[config.mk]
export PLATFORM = sky130hd
export DESIGN_NAME = vmask_set_first
export DESIGN_NICKNAME = d
export VERILOG_FILES = /design/src/rtl/vmask_set_first.sv
export SDC_FILE = /design/constraint.sdc
export NUM_CORES = 1
export LEC_CHECK = 0
export BUFFER_PORTS_ARGS = -buffer_cell sky130_fd_sc_hd__buf_2
export CAP_MARGIN = 20
export CELL_PAD_IN_SITES_DETAIL_PLACEMENT = 0
export CELL_PAD_IN_SITES_GLOBAL_PLACEMENT = 1
export CORE_ASPECT_RATIO = 0.7
export CORE_UTILIZATION = 43
export CTS_CLUSTER_DIAMETER = 80
export DETAILED_ROUTE_END_ITERATION = 8
export GPL_TIMING_DRIVEN = 0
export HOLD_SLACK_MARGIN = 0.03
export PLACE_DENSITY = 0.89
export SYNTH_ARGS = -nofsm -noshare
export SYNTH_HDL_FRONTEND = slang
export SYNTH_SLANG_ARGS = --single-unit
export TNS_END_PERCENT = 20
[constraint.sdc]
create_clock -name clk -period 6.8 [get_ports clk]
set_input_delay 0.68 -clock clk [delete_from_list [all_inputs] [get_ports clk]]
set_output_delay 0.68 -clock clk [all_outputs]
set_load 0.02 [all_outputs]
[src/rtl/vmask_set_first.sv]
`default_nettype none
// ============================================================================
//  Module   : vmask_set_first
//  Purpose  : Two-stage pipelined vmsbf / vmsif / vmsof over a stream of mask
//             packs, carrying a per-instruction "set bit already seen" flag.
//  Revision : 1.0  initial release
// ============================================================================
module vmask_set_first #(
    parameter int REQ_DATA_WIDTH  = 64,
    parameter int RESP_DATA_WIDTH = 64,
    parameter int REQ_ADDR_WIDTH  = 32
) (
    input  logic                       clk,
    input  logic                       rst,
    input  logic [REQ_DATA_WIDTH-1:0]  in_m0,
    input  logic                       in_valid,
    input  logic                       in_end,
    input  logic [REQ_ADDR_WIDTH-1:0]  in_addr,
    input  logic [1:0]                 in_opSel,
    output logic [RESP_DATA_WIDTH-1:0] out_vec,
    output logic [REQ_ADDR_WIDTH-1:0]  out_addr,
    output logic                       out_valid,
    output logic                       out_end
);

    localparam logic [1:0] c_OP_SBF = 2'b00;
    localparam logic [1:0] c_OP_SIF = 2'b01;
    localparam logic [1:0] c_OP_SOF = 2'b10;
    localparam logic [1:0] c_OP_RSV = 2'b11;
    localparam logic [REQ_DATA_WIDTH-1:0] c_ONE = {{(REQ_DATA_WIDTH-1){1'b0}}, 1'b1};

    if (RESP_DATA_WIDTH != REQ_DATA_WIDTH) begin : g_width_check
        $error("vmask_set_first: RESP_DATA_WIDTH must equal REQ_DATA_WIDTH");
    end

    // Stage 0: captured inputs (data forced to zero on idle cycles)
    logic                       r_s0_valid;
    logic [REQ_DATA_WIDTH-1:0]  r_s0_mask;
    logic                       r_s0_end;
    logic [REQ_ADDR_WIDTH-1:0]  r_s0_addr;
    logic [1:0]                 r_s0_op;

    logic                       r_found;
    logic                       r_out_valid;
    logic [RESP_DATA_WIDTH-1:0] r_out_vec;
    logic [REQ_ADDR_WIDTH-1:0]  r_out_addr;
    logic                       r_out_end;

    logic [REQ_DATA_WIDTH-1:0]  w_low;
    logic [REQ_DATA_WIDTH-1:0]  w_below;
    logic [RESP_DATA_WIDTH-1:0] w_result;
    logic                       w_found_nxt;

    always_ff @(posedge clk or posedge rst) begin
        if (rst) begin
            r_s0_valid <= 1'b0;
            r_s0_mask  <= '0;
            r_s0_end   <= 1'b0;
            r_s0_addr  <= '0;
            r_s0_op    <= '0;
        end else begin
            r_s0_valid <= in_valid;
            r_s0_mask  <= in_valid ? in_m0    : '0;
            r_s0_end   <= in_valid ? in_end   : 1'b0;
            r_s0_addr  <= in_valid ? in_addr  : '0;
            r_s0_op    <= in_valid ? in_opSel : '0;
        end
    end

    // Lowest set bit isolated; a zero pack gives w_low=0 and w_below=all ones
    assign w_low   = r_s0_mask & (~r_s0_mask + c_ONE);
    assign w_below = w_low - c_ONE;

    always_comb begin
        w_result = '0;
        if (!r_found) begin
            case (r_s0_op)
                c_OP_SBF: w_result = w_below;
                c_OP_SIF: w_result = w_below | w_low;
                c_OP_SOF: w_result = w_low;
                default:  w_result = '0;
            endcase
        end
    end

    // End of instruction clears found and wins over setting it
    always_comb begin
        w_found_nxt = r_found;
        if (r_s0_valid) begin
            if (r_s0_end) begin
                w_found_nxt = 1'b0;
            end else if ((r_s0_op != c_OP_RSV) && (|r_s0_mask)) begin
                w_found_nxt = 1'b1;
            end
        end
    end

    always_ff @(posedge clk or posedge rst) begin
        if (rst) begin
            r_found     <= 1'b0;
            r_out_valid <= 1'b0;
            r_out_vec   <= '0;
            r_out_addr  <= '0;
            r_out_end   <= 1'b0;
        end else begin
            r_found     <= w_found_nxt;
            r_out_valid <= r_s0_valid;
            r_out_vec   <= r_s0_valid ? w_result  : '0;
            r_out_addr  <= r_s0_valid ? r_s0_addr : '0;
            r_out_end   <= r_s0_valid ? r_s0_end  : 1'b0;
        end
    end

    assign out_valid = r_out_valid;
    assign out_vec   = r_out_vec;
    assign out_addr  = r_out_addr;
    assign out_end   = r_out_end;

endmodule
`default_nettype wire

Yosys cells after proc, flatten, opt, wreduce, memory -nomap -nowiden
Index checks and enable logic that the tools add are counted.

storage, ports and cells
  input bits = 102
  output and inout bits = 98
  flip-flop bits (word level) = 199
  word-level logic and storage cells = 34

cells by class
  reductions and logical operators = 5
  bitwise gates (word level) = 3
  add/subtract/negate cells = 2
  multiplexer cells = 11
  eq/ne operators = 3

operators by type and width
  cell                     count
  $mux W64                 3
  $pmux W64 S3             1
  $add A64 B1 Y64 const B  1
  $and A64 B64 Y64         1
  $mux W32                 2
  $not A64 Y64             1
  $or A64 B64 Y64          1
  $reduce_or A64 Y1        1
  $sub A64 B1 Y64 const B  1
  $mux W1                  4
  $eq A2 B1 Y1 const B     1
  $eq A2 B2 Y1 const B     1
  $logic_not A2 Y1         1
  $mux W2                  1
  $ne A2 B2 Y1 const B     1
  $reduce_and A2 Y1        1
  $reduce_bool A2 Y1       1
  $logic_and A1 B1 Y1      1

Logic depth before layout (Yosys ltp)
  depth in word-level cells = 8
  depth in mapped cells = 15

Worst setup path after synthesis
Ideal clock, no wire load.

  kind = register to register
  start = register r_s0_mask[36]
  end = register r_out_vec[63] (netlist: out_vec[63])
  stages on the path, launching flop included = 14
  buffers on the path = 1
  arrival time = 2799 ps
  library setup time = 136 ps
  setup slack = 3865 ps
  cells stage by stage = dfrtp_1 nor4_2 and4_1 and4_1 and3_1 buf_2 inv_2 or3_1 nand3b_1 a21o_1 ha_1 nor3b_1 a21oi_1 a21oi_1

between the ends
  longest elaborated chain between the ends = 8

RTL lines
  element                 line  source
  from (decl)             38    logic [REQ_DATA_WIDTH-1:0] r_s0_mask;
  from (signal assigned)  63    r_s0_mask <= in_valid ? in_m0 : '0;
  $not A64 Y64            71    assign w_low = r_s0_mask & (~r_s0_mask + c_ONE);
  $add A64 B1 Y64         71
  $and A64 B64 Y64 *      71
  $sub A64 B1 Y64         72    assign w_below = w_low - c_ONE;
  $or A64 B64 Y64         79    c_OP_SIF: w_result = w_below | w_low;
  $pmux W64 S3 *          77    case (r_s0_op)
  $mux W64 *              76    if (!r_found) begin
  $mux W64 *              108   r_out_vec <= r_s0_valid ? w_result : '0;
  to (signal assigned)    108
  to (decl)               45    logic [RESP_DATA_WIDTH-1:0] r_out_vec;

Every way passes the cells marked *; elsewhere a longest branch is shown, timed or not.
A chain may end at the register's enable or synchronous reset.

Worst setup path after layout
  start = register r_s0_mask[23]
  end = register r_out_vec[60] (netlist: out_vec[60])

Same word-level chain as after synthesis.

==> results.yml <==
finish:
  fillers: 2074
  layout_common_cells: "201 x buf_2, 199 x dfrtp_1, 137 x and2_1"
  utilization_pct: 52.6
  finalNetCount: 1375
  area.growth.synth_to_final_pct: 20.2
  mostFrequentLayoutCell: "buf_2"
  regArea_um2: 4980
  multi_input_area_um2: 4550
  drive_gt1_share_pct: 21.7
synthesis:
  synth_seq_cells: 199
  synth.top_cells.by_area: "dfrtp_1 50%, and2_1 8.7%, ha_1 7.8%"
  synth-compound-area-share_pct: 9.76
  yosys.area.top_type: "dfrtp_1"
  synth_ff_type: "dfrtp_1"
  syn_inst: 992
  syn_area_per_cell_um2: 9.98
  synth_seq_area_share_pct: 50.3
  synthSimpleGateAreaFrac_pct: 27.5
  yosysWarnings: 0
  muxShareOfSynthArea_pct: 0.708
  syn_nets: 1156
  synth_edf_count: 0
  yosysTopAreaCellShare_pct: 50.3
  synth_top_family_by_area: "simple AND/OR/NAND/NOR gates"
  synthAdderAreaFrac_pct: 7.84
  synth-xor-area-share_pct: 0.177
  ys_types: 61
  synth_area_um2: 9900
  async_reset_ff_share_pct: 100
placement:
  port_buffers: 199
  gp_congestion: 0.935
  hpwl_um: 20100
  pre_cts_ws_ns: 3.11
clocking:
  insertion_delay_ns: 0.44
  htreeDepth: 4
  path_clk_slew_ns: 0.07
  cts_sinks: 199
  cts_tree: "yes"
  cts_resized: 0
  holdBufCountCts: 0
  cts_made_buffers: 17
  cts-root-buf: "clkbuf_16"
  postCtsSetupBuffers: 0
  cts_buffer_depth: 2
drt:
  finalWirelength_um: 27500
  drtAntennaViolNets: 0
  first_pass_iters: 5
  via_per_inst: 5.29
  drt_iter0_drc: 650
  post-route-drc-count: 0
  vias: 8130
  wl_per_cell_um: 17.9
power_and_ir_drop:
  p_leak_nw: 5.54
  p_per_area_nw_per_um2: 210
  max-vdd-ir-drop_uv: 244
  total_power_mw: 2.49
die:
  die-area_um2: 23600
  fp.coreArea_um2: 22600
  ios: 200
  die_h_um: 129
  die_x_um: 183
  fp-row-count: 46
  start_util_pct: 43.8
grt:
  grt_pass1_wl_um: 43300
  grt_max_degree: 134
  grt_pass1_vias: 7887
  antenna_found_initial: 4
  overflow: 0
  grtUsageTotal_pct: 24.5
sta:
  fin_crit_sh_pct: 56.1
  setup_viol: 0
  drv_slew: 0
  hold_slack_ns: 0.276
  rsz0062_at_grt: "no"
  fin_ws_ns: 2.98
  worst_slew_pin_slew_ns: 1.01
  skew_ns: 0.0198
  fmax_ghz: 0.262
  slew_headroom_pct: 32.9
  hold_violations: 0
  period_needed_ns: 3.82
critical_path:
  cp-start-kind: "flop"
  path_max_fanout: 10
  cp-end-kind: "flop"
  path_cells: "clkbuf_1 > nor4_1 > and2_1 > and4_1 > inv_2 > nor2_2 > inv_1 > nor3b_4 > nand3_1 > ha_1 > nor2_1 > a2111oi_0 > a41o_1"
  required_ns: 7.16
  arrival_ns: 4.18
  worst_path_max_delay_cell: "nor3b_4"
  max_stage_delay_ns: 0.53
  crit_type: "reg2reg"
run_status:
  outcome: "finished, final reports clean"
min_path:
  min_path_type: "in2async"
job:
  maxCapViolCount: 0
## worst max-delay path, delay by kind of cell, from the launching register on
family | cells | cell delay [ns]
simple gates | 7 | 1.93
compound gates | 2 | 0.60
buf+inv | 3 | 0.51
flops | 1 | 0.37
fa+ha+maj | 1 | 0.32
## flip-flops by register name (all words and copies together), names as in the netlist
signal / flops
out_addr: 32
out_end: 1
out_valid: 1
out_vec: 64
r_found: 1
r_s0_addr: 32
r_s0_end: 1
r_s0_mask: 64
r_s0_op: 2
r_s0_valid: 1
## report_power, final
part / internal [mW] / total [mW] / switching [mW] / leakage [nW]
Combinational: 0.0899 / 0.249 / 0.159 / 2.61
Clock: 0.498 / 0.984 / 0.487 / 0.286
Sequential: 1.22 / 1.26 / 0.0378 / 2.65
Total: 1.81 / 2.49 / 0.683 / 5.54
## path summary, 6_finish.rpt
kind	slack, ns	cells past startpoint	startpoint	endpoint
max reg2reg	2.98	13	r_s0_mask[23]	out_vec[60]
min in group clk	0.37	1	in_valid	r_s0_valid
min reg2reg	0.45	1	r_s0_addr[22]	out_addr[22]
max	2.98	13	r_s0_mask[23]	out_vec[60]
max in group asynchronous	5.54	3	rst	r_s0_mask[38]
min	0.28	2	rst	out_addr[11]
## cells in the mapped netlist, drive strengths merged, types with 2 or more instances
master,n
a2111oi,2
a21o,2
a21oi,56
a31oi,8
a32o,2
and2,137
and3,25
and3b,2
and4,6
buf,6
clkbuf,48
dfrtp,199
ha,62
inv,41
mux2i,7
nand2,69
nand2b,6
nand3,34
nand3b,9
nand4,17
nor2,93
nor2b,16
nor3,27
nor3b,6
nor4,21
nor4b,2
o21a,8
o21ai,14
o22a,39
o311a,2
or2,4
or3,6
or4,2
xnor2,2
## logic make-up (layout without fill, tap and decap cells)
logic type,count (synthesis),after routing
adder cells (fa/ha/maj),62,62
XOR/XNOR,2,2
other,0,1
AO/OA/AOI/OAI,141,141
AND/OR/NAND/NOR,485,485
flip-flops,199,199
buffers and inverters,96,328
multiplexers,7,7
## stage by stage
| stage | std cells | setup TNS, ns | area, µm² |
|---|---|---|---|
| floorplan | 992 | 0 | 9900 |
| global placement | 1503 | -225.68 | 11300 |
| detailed placement | 1504 | 0 | 11300 |
| CTS | 1536 | 0 | 11900 |
| global route | 1536 | 0 | 11900 |
| finish | 1537 | 0 | 11900 |
## metal layers
layer	global-route usage (%)	vias up	share of wire [%]	wire length [µm]
met3	7.87	28	8.5	2340
met1	34.2	3951	47	12900
met5	0	-	0.069	19
met4	5.83	4	1.3	353
li1	-	3853	-	-
met2	37.1	294	43	11900
## layout make-up
cell class	instances	share of cell area, %
Inverter	42	1.45
Antenna cell	1	0.0210
Buffer	54	1.72
Clock buffer	19	3.72
Tap cell	312	3.28
Timing Repair Buffer	200	8.60
Sequential cell	199	41.8
Clock inverter	13	1.15
Multi-Input combinational cell	697	38.2
Note: power is estimated with default switching activity, not from simulation.
